<file path="config.mk">
export PLATFORM = sky130hd
export DESIGN_NAME = fifo_wr_arbiter
export DESIGN_NICKNAME = d
export VERILOG_FILES = /design/src/rtl/fifo_wr_arbiter_pkg.sv /design/src/rtl/fifo_wr_arbiter_rr_arbiter.sv /design/src/rtl/fifo_wr_arbiter.sv
export SDC_FILE = /design/constraint.sdc
export NUM_CORES = 1
export LEC_CHECK = 0
export ABC_AREA = 1
export BUFFER_PORTS_ARGS = -buffer_cell sky130_fd_sc_hd__buf_2
export CORE_MARGIN = 2
export CORE_UTILIZATION = 50
export DETAILED_ROUTE_END_ITERATION = 10
export GPL_TIMING_DRIVEN = 0
export PLACE_DENSITY = 0.88
export SYNTH_ARGS = -nofsm -noshare
export SYNTH_HDL_FRONTEND = slang
export SYNTH_SLANG_ARGS = --single-unit
</file>
<file path="constraint.sdc">
create_clock -name clk_i -period 6.1 [get_ports clk_i]
set_clock_uncertainty 0.1 [all_clocks]
set_input_delay 1.22 -clock clk_i [delete_from_list [all_inputs] [get_ports clk_i]]
set_output_delay 1.22 -clock clk_i [all_outputs]
set_load 0.02 [all_outputs]
</file>
<file path="src/rtl/fifo_wr_arbiter_pkg.sv">
// Shared definitions for the FIFO write-port arbiter: FSM encodings and
// FIFO sizing helpers. Optional burst mode is selected with FIFO_ARB_BURST_EN.
package fifo_pkg;

    localparam logic [1:0] IDLE  = 2'd0;
    localparam logic [1:0] GRANT = 2'd1;
    localparam logic [1:0] STALL = 2'd2;

    function automatic int fifo_depth(input int addr_bits);
        return 1 << addr_bits;
    endfunction

    // Occupancy must represent 0..DEPTH inclusive, hence one bit wider than the address.
    function automatic int level_width(input int addr_bits);
        return addr_bits + 1;
    endfunction

endpackage

</file>
<file path="src/rtl/fifo_wr_arbiter_rr_arbiter.sv">
// Combinational round-robin picker: first requester at or after ptr, wrapping,
// reported both one-hot and as an index.
module rr_arbiter #(
    parameter int N_REQ = 4,
    parameter int PTR_W = $clog2(N_REQ)
) (
    input  logic [N_REQ-1:0] req,
    input  logic [PTR_W-1:0] ptr,
    input  logic             enable,
    output logic [N_REQ-1:0] winner,
    output logic [PTR_W-1:0] winner_idx,
    output logic             valid
);

    logic [PTR_W:0] pos;

    always_comb begin
        winner     = '0;
        winner_idx = '0;
        valid      = 1'b0;
        pos        = '0;
        if (enable) begin
            for (int i = 0; i < N_REQ; i++) begin
                pos = {1'b0, ptr} + (PTR_W+1)'(i);
                if (pos >= (PTR_W+1)'(N_REQ)) begin
                    pos = pos - (PTR_W+1)'(N_REQ);
                end
                if (!valid && req[pos[PTR_W-1:0]]) begin
                    winner[pos[PTR_W-1:0]] = 1'b1;
                    winner_idx             = pos[PTR_W-1:0];
                    valid                  = 1'b1;
                end
            end
        end
    end

endmodule

</file>
<file path="src/rtl/fifo_wr_arbiter.sv">
// Round-robin arbiter sharing one FIFO write port among N_REQ producers, with
// grant-time occupancy tracking. Define FIFO_ARB_BURST_EN for multi-beat bursts.
module fifo_wr_arbiter
    import fifo_pkg::*;
#(
    parameter int N_REQ      = 4,
    parameter int DATA_WIDTH = 8,
    parameter int ADDR_BITS  = 4,
    parameter int MAX_BURST  = 4
) (
    input  logic                        clk_i,
    input  logic                        reset_i,
    input  logic [N_REQ-1:0]            req_i,
    input  logic [N_REQ*DATA_WIDTH-1:0] data_i,
    output logic [N_REQ-1:0]            gnt_o,
    output logic [DATA_WIDTH-1:0]       fifo_data_o,
    output logic                        fifo_w_en_o,
    input  logic                        fifo_r_en_i,
    input  logic                        fifo_empty_i,
    output logic [ADDR_BITS:0]          level_o
);

    localparam int PTR_W = $clog2(N_REQ);
    localparam int LVL_W = level_width(ADDR_BITS);
    localparam logic [LVL_W-1:0] DEPTH_L = LVL_W'(fifo_depth(ADDR_BITS));

    if (N_REQ < 2 || N_REQ > 16 || MAX_BURST < 1) begin : g_bad_params
        $error("fifo_wr_arbiter: N_REQ must be 2..16 and MAX_BURST >= 1");
    end

    logic             rd;
    logic             can_acc;
    logic [N_REQ-1:0] arb_winner;
    logic [PTR_W-1:0] arb_idx;
    logic             arb_valid;
    logic [N_REQ-1:0] sel_winner;
    logic [PTR_W-1:0] sel_idx;
    logic             sel_valid;
    logic             ptr_adv;
    logic [PTR_W-1:0] ptr_r;
    logic [PTR_W-1:0] ptr_nx;
    logic [LVL_W-1:0] level_r;
    logic [LVL_W-1:0] level_nx;
    logic [1:0]       state_r;
    logic [1:0]       state_nx;

    // A read in the same cycle frees the slot a full FIFO would otherwise deny.
    assign rd      = fifo_r_en_i & ~fifo_empty_i;
    assign can_acc = (level_r < DEPTH_L) || rd;

    rr_arbiter #(.N_REQ(N_REQ), .PTR_W(PTR_W)) u_rr (
        .req        (req_i),
        .ptr        (ptr_r),
        .enable     (can_acc),
        .winner     (arb_winner),
        .winner_idx (arb_idx),
        .valid      (arb_valid)
    );

`ifdef FIFO_ARB_BURST_EN
    localparam int BCNT_W = $clog2(MAX_BURST + 1);

    logic              keep;
    logic [BCNT_W-1:0] burst_cnt_r;
    logic [PTR_W-1:0]  owner_r;

    // The owner only keeps the port if it was granted last cycle; any gap ends the burst.
    assign keep       = (|gnt_o) && req_i[owner_r] && can_acc && (burst_cnt_r < BCNT_W'(MAX_BURST));
    assign sel_valid  = keep || arb_valid;
    assign sel_idx    = keep ? owner_r : arb_idx;
    assign sel_winner = keep ? gnt_o : arb_winner;
    assign ptr_adv    = arb_valid && !keep;

    always_ff @(posedge clk_i or posedge reset_i) begin
        if (reset_i) begin
            burst_cnt_r <= '0;
            owner_r     <= '0;
        end else if (sel_valid) begin
            burst_cnt_r <= keep ? burst_cnt_r + 1'b1 : BCNT_W'(1);
            owner_r     <= sel_idx;
        end
    end
`else
    assign sel_valid  = arb_valid;
    assign sel_idx    = arb_idx;
    assign sel_winner = arb_winner;
    assign ptr_adv    = arb_valid;
`endif

    assign ptr_nx = (sel_idx == PTR_W'(N_REQ - 1)) ? '0 : sel_idx + 1'b1;

    always_comb begin
        level_nx = level_r;
        case ({sel_valid, rd})
            2'b10:   level_nx = level_r + 1'b1;
            2'b01:   level_nx = level_r - 1'b1;
            default: level_nx = level_r;
        endcase
    end

    always_comb begin
        state_nx = state_r;
        case (state_r)
            IDLE:    if (sel_valid) state_nx = GRANT;
            GRANT: begin
                if (sel_valid)                              state_nx = GRANT;
                else if ((|req_i) && (level_r == DEPTH_L)) state_nx = STALL;
                else                                        state_nx = IDLE;
            end
            STALL: begin
                if (sel_valid)    state_nx = GRANT;
                else if (!(|req_i)) state_nx = IDLE;
            end
            default: state_nx = IDLE;
        endcase
    end

    // Data holds its last value when idle; only a grant loads a new payload.
    always_ff @(posedge clk_i or posedge reset_i) begin
        if (reset_i) begin
            gnt_o       <= '0;
            fifo_w_en_o <= 1'b0;
            fifo_data_o <= '0;
            ptr_r       <= '0;
            level_r     <= '0;
            state_r     <= IDLE;
        end else begin
            assert (!(sel_valid && !rd && level_r == DEPTH_L));
            assert (!(rd && !sel_valid && level_r == '0));
            gnt_o       <= sel_winner;
            fifo_w_en_o <= sel_valid;
            if (sel_valid) begin
                fifo_data_o <= data_i[sel_idx*DATA_WIDTH +: DATA_WIDTH];
            end
            if (ptr_adv) begin
                ptr_r <= ptr_nx;
            end
            level_r <= level_nx;
            state_r <= state_nx;
        end
    end

    assign level_o = level_r;

endmodule

</file>
==> results of run 1 <==
logic make-up (layout without fill, tap and decap cells):
kind of cell,count (synthesis),in the layout
adders and majority gates,13,13
DFF,20,20
AOI/OAI and AO/OA,24,24
buffers and inverters,55,116
xor gates and xnor gates,2,2
and+or+nand+nor,151,151
through the flow:
stage	area (µm²)	setup WS, ns	instances	hold WS (ns)
floorplan	1815	2.493	265	0.4893
global placement	2158	2.122	368	0.3648
detailed placement	2158	2.060	368	0.3653
CTS	2195	2.348	372	0.3951
global route	2195	2.194	372	0.4268
finish	2195	2.379	372	0.3903
power by group through the flow:
stage	clock network, mW	registers [mW]	logic [mW]
after floorplan	0	0.319	0.803
final	0.0751	0.256	1.11
after detailed placement	0	0.258	1.11
after global routing	0.0851	0.265	1.25
after CTS	0.0757	0.256	1.11
after global placement	0	0.257	1.08
path summary, 6_finish.rpt:
check | endpoint | slack, ns | cells past startpoint
min in group asynchronous | level_o[1] | 0.93 | 2
max in group asynchronous | ptr_r[1] | 4.52 | 2
max reg2reg | level_o[4] | 2.48 | 16
max | level_o[4] | 2.38 | 11
min reg2reg | level_o[4] | 0.39 | 1
min | level_o[4] | 0.39 | 1
worst reg2reg max path, cell delays in order (launching register included):
cell      delay, ns
dfrtp_1        0.56
inv_2          0.15
ha_1           0.41
inv_1          0.09
nand2_1        0.08
nand2_2        0.09
nor2_8         0.16
nand3_4        0.11
nand2_8        0.13
buf_2          0.23
ha_1           0.31
ha_1           0.31
and3_1         0.18
a211oi_1       0.26
nor2_1         0.07
nor2_1         0.14
xor2_1         0.17
cells in the final DEF, fill, tap and decap left out, drive strengths merged:
cell     count
a21oi        5
ha          12
dfrtp       20
a22oi        1
and3         1
xor2         1
nand3b       1
a21o         1
inv         51
nand2      108
a211oi       1
o21ai        5
clkinv       1
nand3       32
nor2         8
o21bai       6
clkbuf       4
o2111ai      3
or2          1
xnor2        1
buf         60
a31oi        2
fa           1
final cells by class:
type / instances / area [µm²] / share of cell area [%]
Sequential cell: 20 / 500.5 / 22.81
Timing Repair Buffer: 57 / 285.3 / 13.00
Buffer: 3 / 27.53 / 1.254
Multi-Input combinational cell: 190 / 1084 / 49.37
Inverter: 52 / 203.9 / 9.293
Clock buffer: 4 / 36.28 / 1.653
Tap cell: 46 / 57.56 / 2.623
flip-flops by register name (all words and copies together) (netlist names):
name,flops
ptr_r,2
level_o,5
fifo_w_en_o,1
fifo_data_o,8
gnt_o,4
layer usage:
metal | share of wire, % | track usage (%)
met3 | 5.0 | 1.937
met2 | 48 | 35.68
met1 | 47 | 25.75
met4 | 0.49 | 3.191
met5 | 0 | 0
==> out/metrics.cfg, run 1 <==
[synthesis]
synthXorXnorAreaFrac_pct=0.9649
synth_cell_types=33
synth_area_leader_cell=dfrtp_1
async_reset_ff_share_pct=100.0
synth_common_cells=96 x nand2_1, 45 x inv_1, 28 x nand3_1
yosys_warnings=0
synthTopCellsByArea=dfrtp_1 28%, nand2_1 20%, inv_1 9.3%
synth_edf_count=0
synth_fp_nets=318
netlist_instances=265
post-synth-top-count-cell=nand2_1
synth_top_cell_area_share_pct=27.57
ys_ff_latch=20
avgSynthCellArea_um2=6.851
synth_ff_type=dfrtp_1
synth_top_family_by_area=simple AND/OR/NAND/NOR gates
synthMuxAreaShare_pct=0
syn_area_um2=1815
ys_seq_area_share_pct=27.57
yosys.area_share.simple_pct=40.73
synth_compound_area_share_pct=8.615
synthAdderAreaFrac_pct=9.373

[detailed_routing]
wl_um=3890
vias_per_cell=4.702
drc=0
vias=1749
detail_route.first_pass.iterations=4
wl_per_cell_um=10.46
drt_iter0_drc=107
ant_nets=0

[layout]
n_antenna_cell=0
nets=380
nFillCells=314
drive_gt1_share_pct=27.61
finish.utilization_pct=64.25
syn2layout_area_growth_pct=20.88

[clock_network]
postCtsResizedCells=0
cts_made_buffers=3
clk_pin_slew_ns=0.11
cts_sinks=20
htreeDepth=1
cts_tree=done
hold_buffers=0
worstSkewPairLatency_ns=0.29
cts_root_buf=clkbuf_4
clockBufferDepth=2
postCtsSetupRepairBufs=0

[power]
p_int_mw=0.6213
ir_worst_vdd_mv=0.3895
p_per_area_nw_per_um2=657.6
p_leak_nw=1.362
switching_share_pct=56.95
switching_power_mw=0.8219
power_frac_seq_pct=17.7
pwr-share-clk_pct=5.2
power_frac_comb_pct=77.1
p_total_mw=1.443

[sta]
rsz0062_at_grt=false
timing.final.crit_share_pct=61.00
setup_viol=0
max_freq_mhz=268.8
tightest_slew_ns=0.7257
finalSetupTns_ns=0
slew_headroom_pct=51.56
post-route-min-period_ns=3.721
slew_viol_final=0
hold_viol=0

[setup_path]
reg2reg_from=ptr_r[1]
critPathSlowestCell=o21ai_1
end_kind=flip-flop
critPathMaxFanout=10
crit_type=in -> reg
worstSetupStartpoint=fifo_empty_i
crit_path_max_incr_delay_ns=0.56
required_ns=6.22
path_cells=buf_2 > o21ai_1 > nand2_8 > buf_2 > ha_1 > fa_1 > and3_1 > a211oi_1 > nor2_1 > nor2_1 > xor2_1
cp-start-kind=primary input
path_buf_inv=2
arrival_ns=3.84
crit_family=compound AO/OA/AOI/OAI gates

[die]
rows=21
die_x_um=64.26
num_io_pins=58
initial_utilization_pct=53.15
die_h_um=64.26
core_um2=3416
dieArea_um2=4129

[status]
status=finished clean

[hold_path]
min_from=level_o[4]
hold_path.class=reg -> reg

[placed_design]
dp_hpwl_um=3140
numPortBuffers=57
globalplace.congestion=0.8093

[global_route]
grt_antenna_before_repair=0
grt_pass1_vias=1612
grt.total_usage_pct=19.71
grt_max_degree=21
grt_pass1_wl_um=6720
grt_remaining_overflow=0

[run]
max-cap-violations=0

No activity file was read; power rests on OpenSTA's default activity.
==> run 2, diff against run 1 <==
==> constraint.sdc (replaced) <==
create_clock -name clk_i -period 3.8 [get_ports clk_i]
set_clock_uncertainty 0.1 [all_clocks]
set_input_delay 0.76 -clock clk_i [delete_from_list [all_inputs] [get_ports clk_i]]
set_output_delay 0.76 -clock clk_i [all_outputs]
set_load 0.02 [all_outputs]
==> run 2 against run 1 <==
  * Flip-flop and latch count did not move
  * Sequential share of layout area barely moved
  * Combinational power rose by 61%
  * Global-route usage did not move
  * Final cell count did not move
  * Worst hold slack improved by 0.0042 ns
  * Utilization rose by 0.11 points
  * Non-clock buffer count did not move
  * Largest cell class unchanged
==> out/metrics.cfg, run 2 (synthesis results as in run 1) <==
[clock_network]
htreeDepth=1
cts_sinks=20
hold_buffers=0
worstSkewPairLatency_ns=0.29
clk_pin_slew_ns=0.11
cts_root_buf=clkbuf_4
postCtsResizedCells=0
cts_tree=done
clockBufferDepth=2
cts_made_buffers=3
postCtsSetupRepairBufs=0

[layout]
top_register=fifo_data_o
largest_register_ffs=8
layout_common_cells=96 x nand2_1, 58 x buf_2, 45 x inv_1
nets=380
instances_no_fill=372
syn2layout_area_growth_pct=21.09
layout_commonest_cell=nand2_1
finish.utilization_pct=64.36
drive_gt1_share_pct=28.22
n_antenna_cell=0

[sta]
slew_viol_final=0
timing.final.crit_share_pct=92.98
hold_viol=0
slew_headroom_pct=51.80
tightest_slew_ns=0.7221
setup_viol=0
fin_ws_ns=0.2667
finalSetupTns_ns=0
rsz0062_at_grt=false
max_freq_mhz=283.0
post-route-min-period_ns=3.533

[detailed_routing]
wl_um=3906
detail_route.first_pass.iterations=4
drt_iter0_drc=104
vias=1741
vias_per_cell=4.680
wl_per_cell_um=10.50
drc=0
ant_nets=0

[global_route]
grt_remaining_overflow=0
grt_max_degree=21
grt.total_usage_pct=19.71
grt_antenna_before_repair=0
grt_pass1_vias=1612
grt_pass1_wl_um=6720

[power]
p_leak_nw=1.359
ir_worst_vdd_mv=0.6265
p_per_area_nw_per_um2=1056
p_total_mw=2.321

[placed_design]
dp_slack_ns=0.1793
numPortBuffers=57
dp_hpwl_um=3140
globalplace.congestion=0.8093
dp.cells=368

[setup_path]
critPathMaxFanout=12
path_cells=buf_6 > inv_6 > ha_1 > inv_1 > nand2_1 > nand2_2 > nor2_8 > nand3_4 > nand2_8 > buf_2 > ha_2 > ha_1 > and3_1 > a211oi_1 > nor2_1 > nor2_1 > xor2_1
crit_path_max_incr_delay_ns=0.47
arrival_ns=3.65
end_kind=flip-flop
critPathSlowestCell=dfrtp_1
crit_type=reg -> reg
required_ns=3.92
cp-start-kind=flip-flop

[die]
dieArea_um2=4129
initial_utilization_pct=53.15
num_io_pins=58
die_x_um=64.26
core_um2=3416
die_h_um=64.26
rows=21

[run]
max-cap-violations=0

[status]
status=finished clean

[hold_path]
hold_path.class=reg -> reg

## run 2: power breakdown
group	switching, mW	internal [mW]	leakage, nW
sequential	0.0837	0.328	0.242
combinational	1.17	0.614	1.10
clock	0.0623	0.0583	0.0210
## run 2: path summary, 6_finish.rpt
path,start,end,slack (ns),depth (start not counted)
min reg2reg,level_o[4],level_o[4],0.39,1
max in group asynchronous,reset_i,ptr_r[1],2.63,2
min in group asynchronous,reset_i,level_o[0],0.47,2
max reg2reg,ptr_r[0],level_o[4],0.27,17
max,ptr_r[0],level_o[4],0.27,17
min,level_o[4],level_o[4],0.39,1
## run 2: area by class of cell
class / count / area (µm²)
Buffer: 3 / 27.53
Timing Repair Buffer: 57 / 285.3
Tap cell: 46 / 57.56
Multi-Input combinational cell: 190 / 1086
Sequential cell: 20 / 501.7
Inverter: 52 / 203.9
Clock buffer: 4 / 36.28
Fill cell: 312 / 1217
## run 2: through the flow
step,hold slack (ns),area [µm²]
detailed placement,0.3653,2158
CTS,0.3951,2195
global route,0.4268,2198
finish,0.3945,2198
floorplan,0.4893,1815
global placement,0.3648,2158
## run 2: critical path, delay by kind of cell (launching register included)
| family | cells | cell delay (ns) |
|---|---|---|
| AOI/OAI and AO/OA | 1 | 0.26 |
| xor gates and xnor gates | 1 | 0.17 |
| DFF | 1 | 0.47 |
| adders and majority gates | 3 | 0.93 |
| buffers and inverters | 4 | 0.56 |
| and+or+nand+nor | 8 | 0.96 |
## run 2: metal layers
| metal | GRT usage (%) | vias up | part of all wire (%) |
|---|---|---|---|
| li1 | - | 938 | - |
| met1 | 25.75 | 751 | 47 |
| met2 | 35.68 | 50 | 48 |
| met3 | 1.937 | 2 | 4.7 |
| met4 | 3.191 | 0 | 0.49 |
| met5 | 0 | - | 0 |
==> run 3, diff against run 2 <==
--- a/config.mk
+++ b/config.mk
@@ -7,11 +7,11 @@
 export LEC_CHECK = 0
 export ABC_AREA = 1
 export BUFFER_PORTS_ARGS = -buffer_cell sky130_fd_sc_hd__buf_2
-export CORE_MARGIN = 2
 export CORE_UTILIZATION = 50
 export DETAILED_ROUTE_END_ITERATION = 10
 export GPL_TIMING_DRIVEN = 0
-export PLACE_DENSITY = 0.88
+export PLACE_DENSITY = 0.89
 export SYNTH_ARGS = -nofsm -noshare
 export SYNTH_HDL_FRONTEND = slang
+export SYNTH_HIERARCHICAL = 1
 export SYNTH_SLANG_ARGS = --single-unit
==> run 3 against run 2 <==
  * First-iteration DRC count down 63%
  * Flip-flop and latch count did not move
  * Setup slack improved by 0.15 ns
  * Critical endpoint unchanged
  * Largest cell class unchanged
  * Largest power group unchanged
==> out/metrics.cfg, run 3 <==
[clock_network]
cts_tree=done
worstSkewPairLatency_ns=0.29
hold_buffers=0
cts_made_buffers=3
cts_root_buf=clkbuf_4
postCtsResizedCells=0
postCtsSetupRepairBufs=0
clockBufferDepth=2
htreeDepth=1
clk_pin_slew_ns=0.11
cts_sinks=20

[synthesis]
ys_ff_latch=20
netlist_instances=240
synthTopCellsByArea=dfrtp_1 30%, nand2_1 11%, nor2_1 9.4%
synth_area_leader_cell=dfrtp_1
async_reset_ff_share_pct=100.0
synth_cell_types=27
ys_seq_area_share_pct=29.85
synth_common_cells=47 x nand2_1, 42 x nor2_1, 26 x inv_1
syn_area_um2=1677
yosys_warnings=6
synth_edf_count=0
post-synth-top-count-cell=nand2_1
synth_ff_type=dfrtp_1
synth_fp_nets=292
avgSynthCellArea_um2=6.986
synth_top_cell_area_share_pct=29.85

[detailed_routing]
drc=0
ant_nets=0
wl_per_cell_um=10.61
drt_iter0_drc=39
vias=1711
detail_route.first_pass.iterations=4
wl_um=3651
vias_per_cell=4.974

[setup_path]
worst_r2r_path_depth=22
timing.rr.end=level_o[4]
crit_path_max_incr_delay_ns=0.59
path_cells=inv_2 > ha_1 > inv_1 > nand2_2 > nand2_2 > nor2_4 > nand2_2 > o21ai_1 > inv_1 > buf_6 > inv_1 > ha_1 > nor2_1 > nor2_1 > ha_1 > inv_1 > nand2_1 > nand3_1 > nand2_1 > nand2_1 > nand3_1 > nand2_1
cp-start-kind=flip-flop
end_kind=flip-flop
critPathMaxFanout=11
reg2reg_slack_ns=0.41
critPathSlowestCell=dfrtp_1
path_buf_inv=6
crit_type=reg -> reg
worstSetupEndpoint=level_o[4]
worstSetupStartpoint=ptr_r[0]
required_ns=3.90
arrival_ns=3.49
crit_family=simple AND/OR/NAND/NOR gates
crit_cells=22
reg2reg_from=ptr_r[0]

[placed_design]
numPortBuffers=57
globalplace.congestion=0.8908
dp_hpwl_um=2884
dp.cells=341

[hold_path]
hold_depth=2
hold_path.class=reg -> reg

[layout]
instances_no_fill=344
finish.utilization_pct=65.20
largest_register_ffs=8
syn2layout_area_growth_pct=21.64
layout_common_cells=57 x buf_2, 47 x nand2_1, 42 x nor2_1
drive_gt1_share_pct=29.00
nets=354
nFillCells=291
layout_commonest_cell=buf_2
top_register=fifo_data_o
n_antenna_cell=0

[sta]
tightest_slew_ns=0.7368
max_freq_mhz=295.4
finalSetupTns_ns=0
hold_viol=0
rsz0062_at_grt=false
slew_headroom_pct=50.83
timing.final.crit_share_pct=89.10
setup_viol=0
post-route-min-period_ns=3.386
slew_viol_final=0

[global_route]
grt_pass1_vias=1482
grt_antenna_before_repair=0
grt.total_usage_pct=21.55
grt_remaining_overflow=0
grt_pass1_wl_um=5947
grt_max_degree=21

[die]
rows=20
die_x_um=59.91
core_um2=3128
die_h_um=59.91
initial_utilization_pct=53.60
num_io_pins=58
dieArea_um2=3589

[run]
max-cap-violations=0

[power]
p_per_area_nw_per_um2=1137
p_leak_nw=1.146
p_total_mw=2.320
ir_worst_vdd_mv=0.6724

[status]
status=finished clean

## run 3: stage by stage
step	hold WS [ns]	area [µm²]	worst slack (ns)
floorplan	0.4882	1677	0.8317
global placement	0.4015	2017	0.4467
detailed placement	0.4036	2017	0.4485
CTS	0.4272	2039	0.4138
global route	0.4524	2039	0.1210
finish	0.4247	2039	0.4142
## run 3: logic make-up after synthesis
kind of cell | Yosys count | share of synthesized area, %
AOI/OAI and AO/OA | 40 | 13.43
xor gates and xnor gates | 2 | 1.045
adders and majority gates | 12 | 8.955
DFF | 20 | 29.85
and+or+nand+nor | 130 | 34.63
buffers and inverters | 36 | 12.09
## run 3: final cells by class
class                           count  area (µm²)  area share (%)
Timing Repair Buffer               57       285.3           13.99
Tap cell                           44       55.05           2.699
Multi-Input combinational cell    184       973.4           47.73
Buffer                              7       88.84           4.356
Inverter                           29       113.9           5.583
Clock buffer                        3       22.52           1.104
Sequential cell                    20       500.5           24.54
## run 3: how the worst min path moves through the flow
stage,from,endpoint,slack [ns]
3_3_place_gp,level_o[3],level_o[3],0.40
5_1_grt,level_o[0],level_o[0],0.45
4_1_cts,level_o[3],level_o[3],0.43
2_1_floorplan,ptr_r[1],ptr_r[1],0.49
6_report,level_o[3],level_o[3],0.42
3_5_place_dp,level_o[3],level_o[3],0.40
## run 3: layer usage
metal | wire (µm) | global-route usage [%] | share of wire (%) | up-vias
li1 | - | - | - | 890
met1 | 1653 | 25.94 | 45 | 767
met2 | 1819 | 39.21 | 50 | 52
met3 | 168 | 4.762 | 4.6 | 2
met4 | 10 | 3.987 | 0.27 | 0
met5 | 0 | 0 | 0 | -
## run 3: report_power, final
| part | switching [mW] | leakage, nW | internal (mW) | total (mW) |
|---|---|---|---|---|
| combinational | 1.08 | 0.894 | 0.719 | 1.80 |
| clock | 0.0620 | 0.0138 | 0.0369 | 0.0989 |
| sequential | 0.0871 | 0.239 | 0.332 | 0.419 |
## run 3: worst min-delay path, stage by stage, from the launching register on
cell and delay (ns):
dfrtp_1 0.39, nand2_1 0.06, nand2_1 0.06
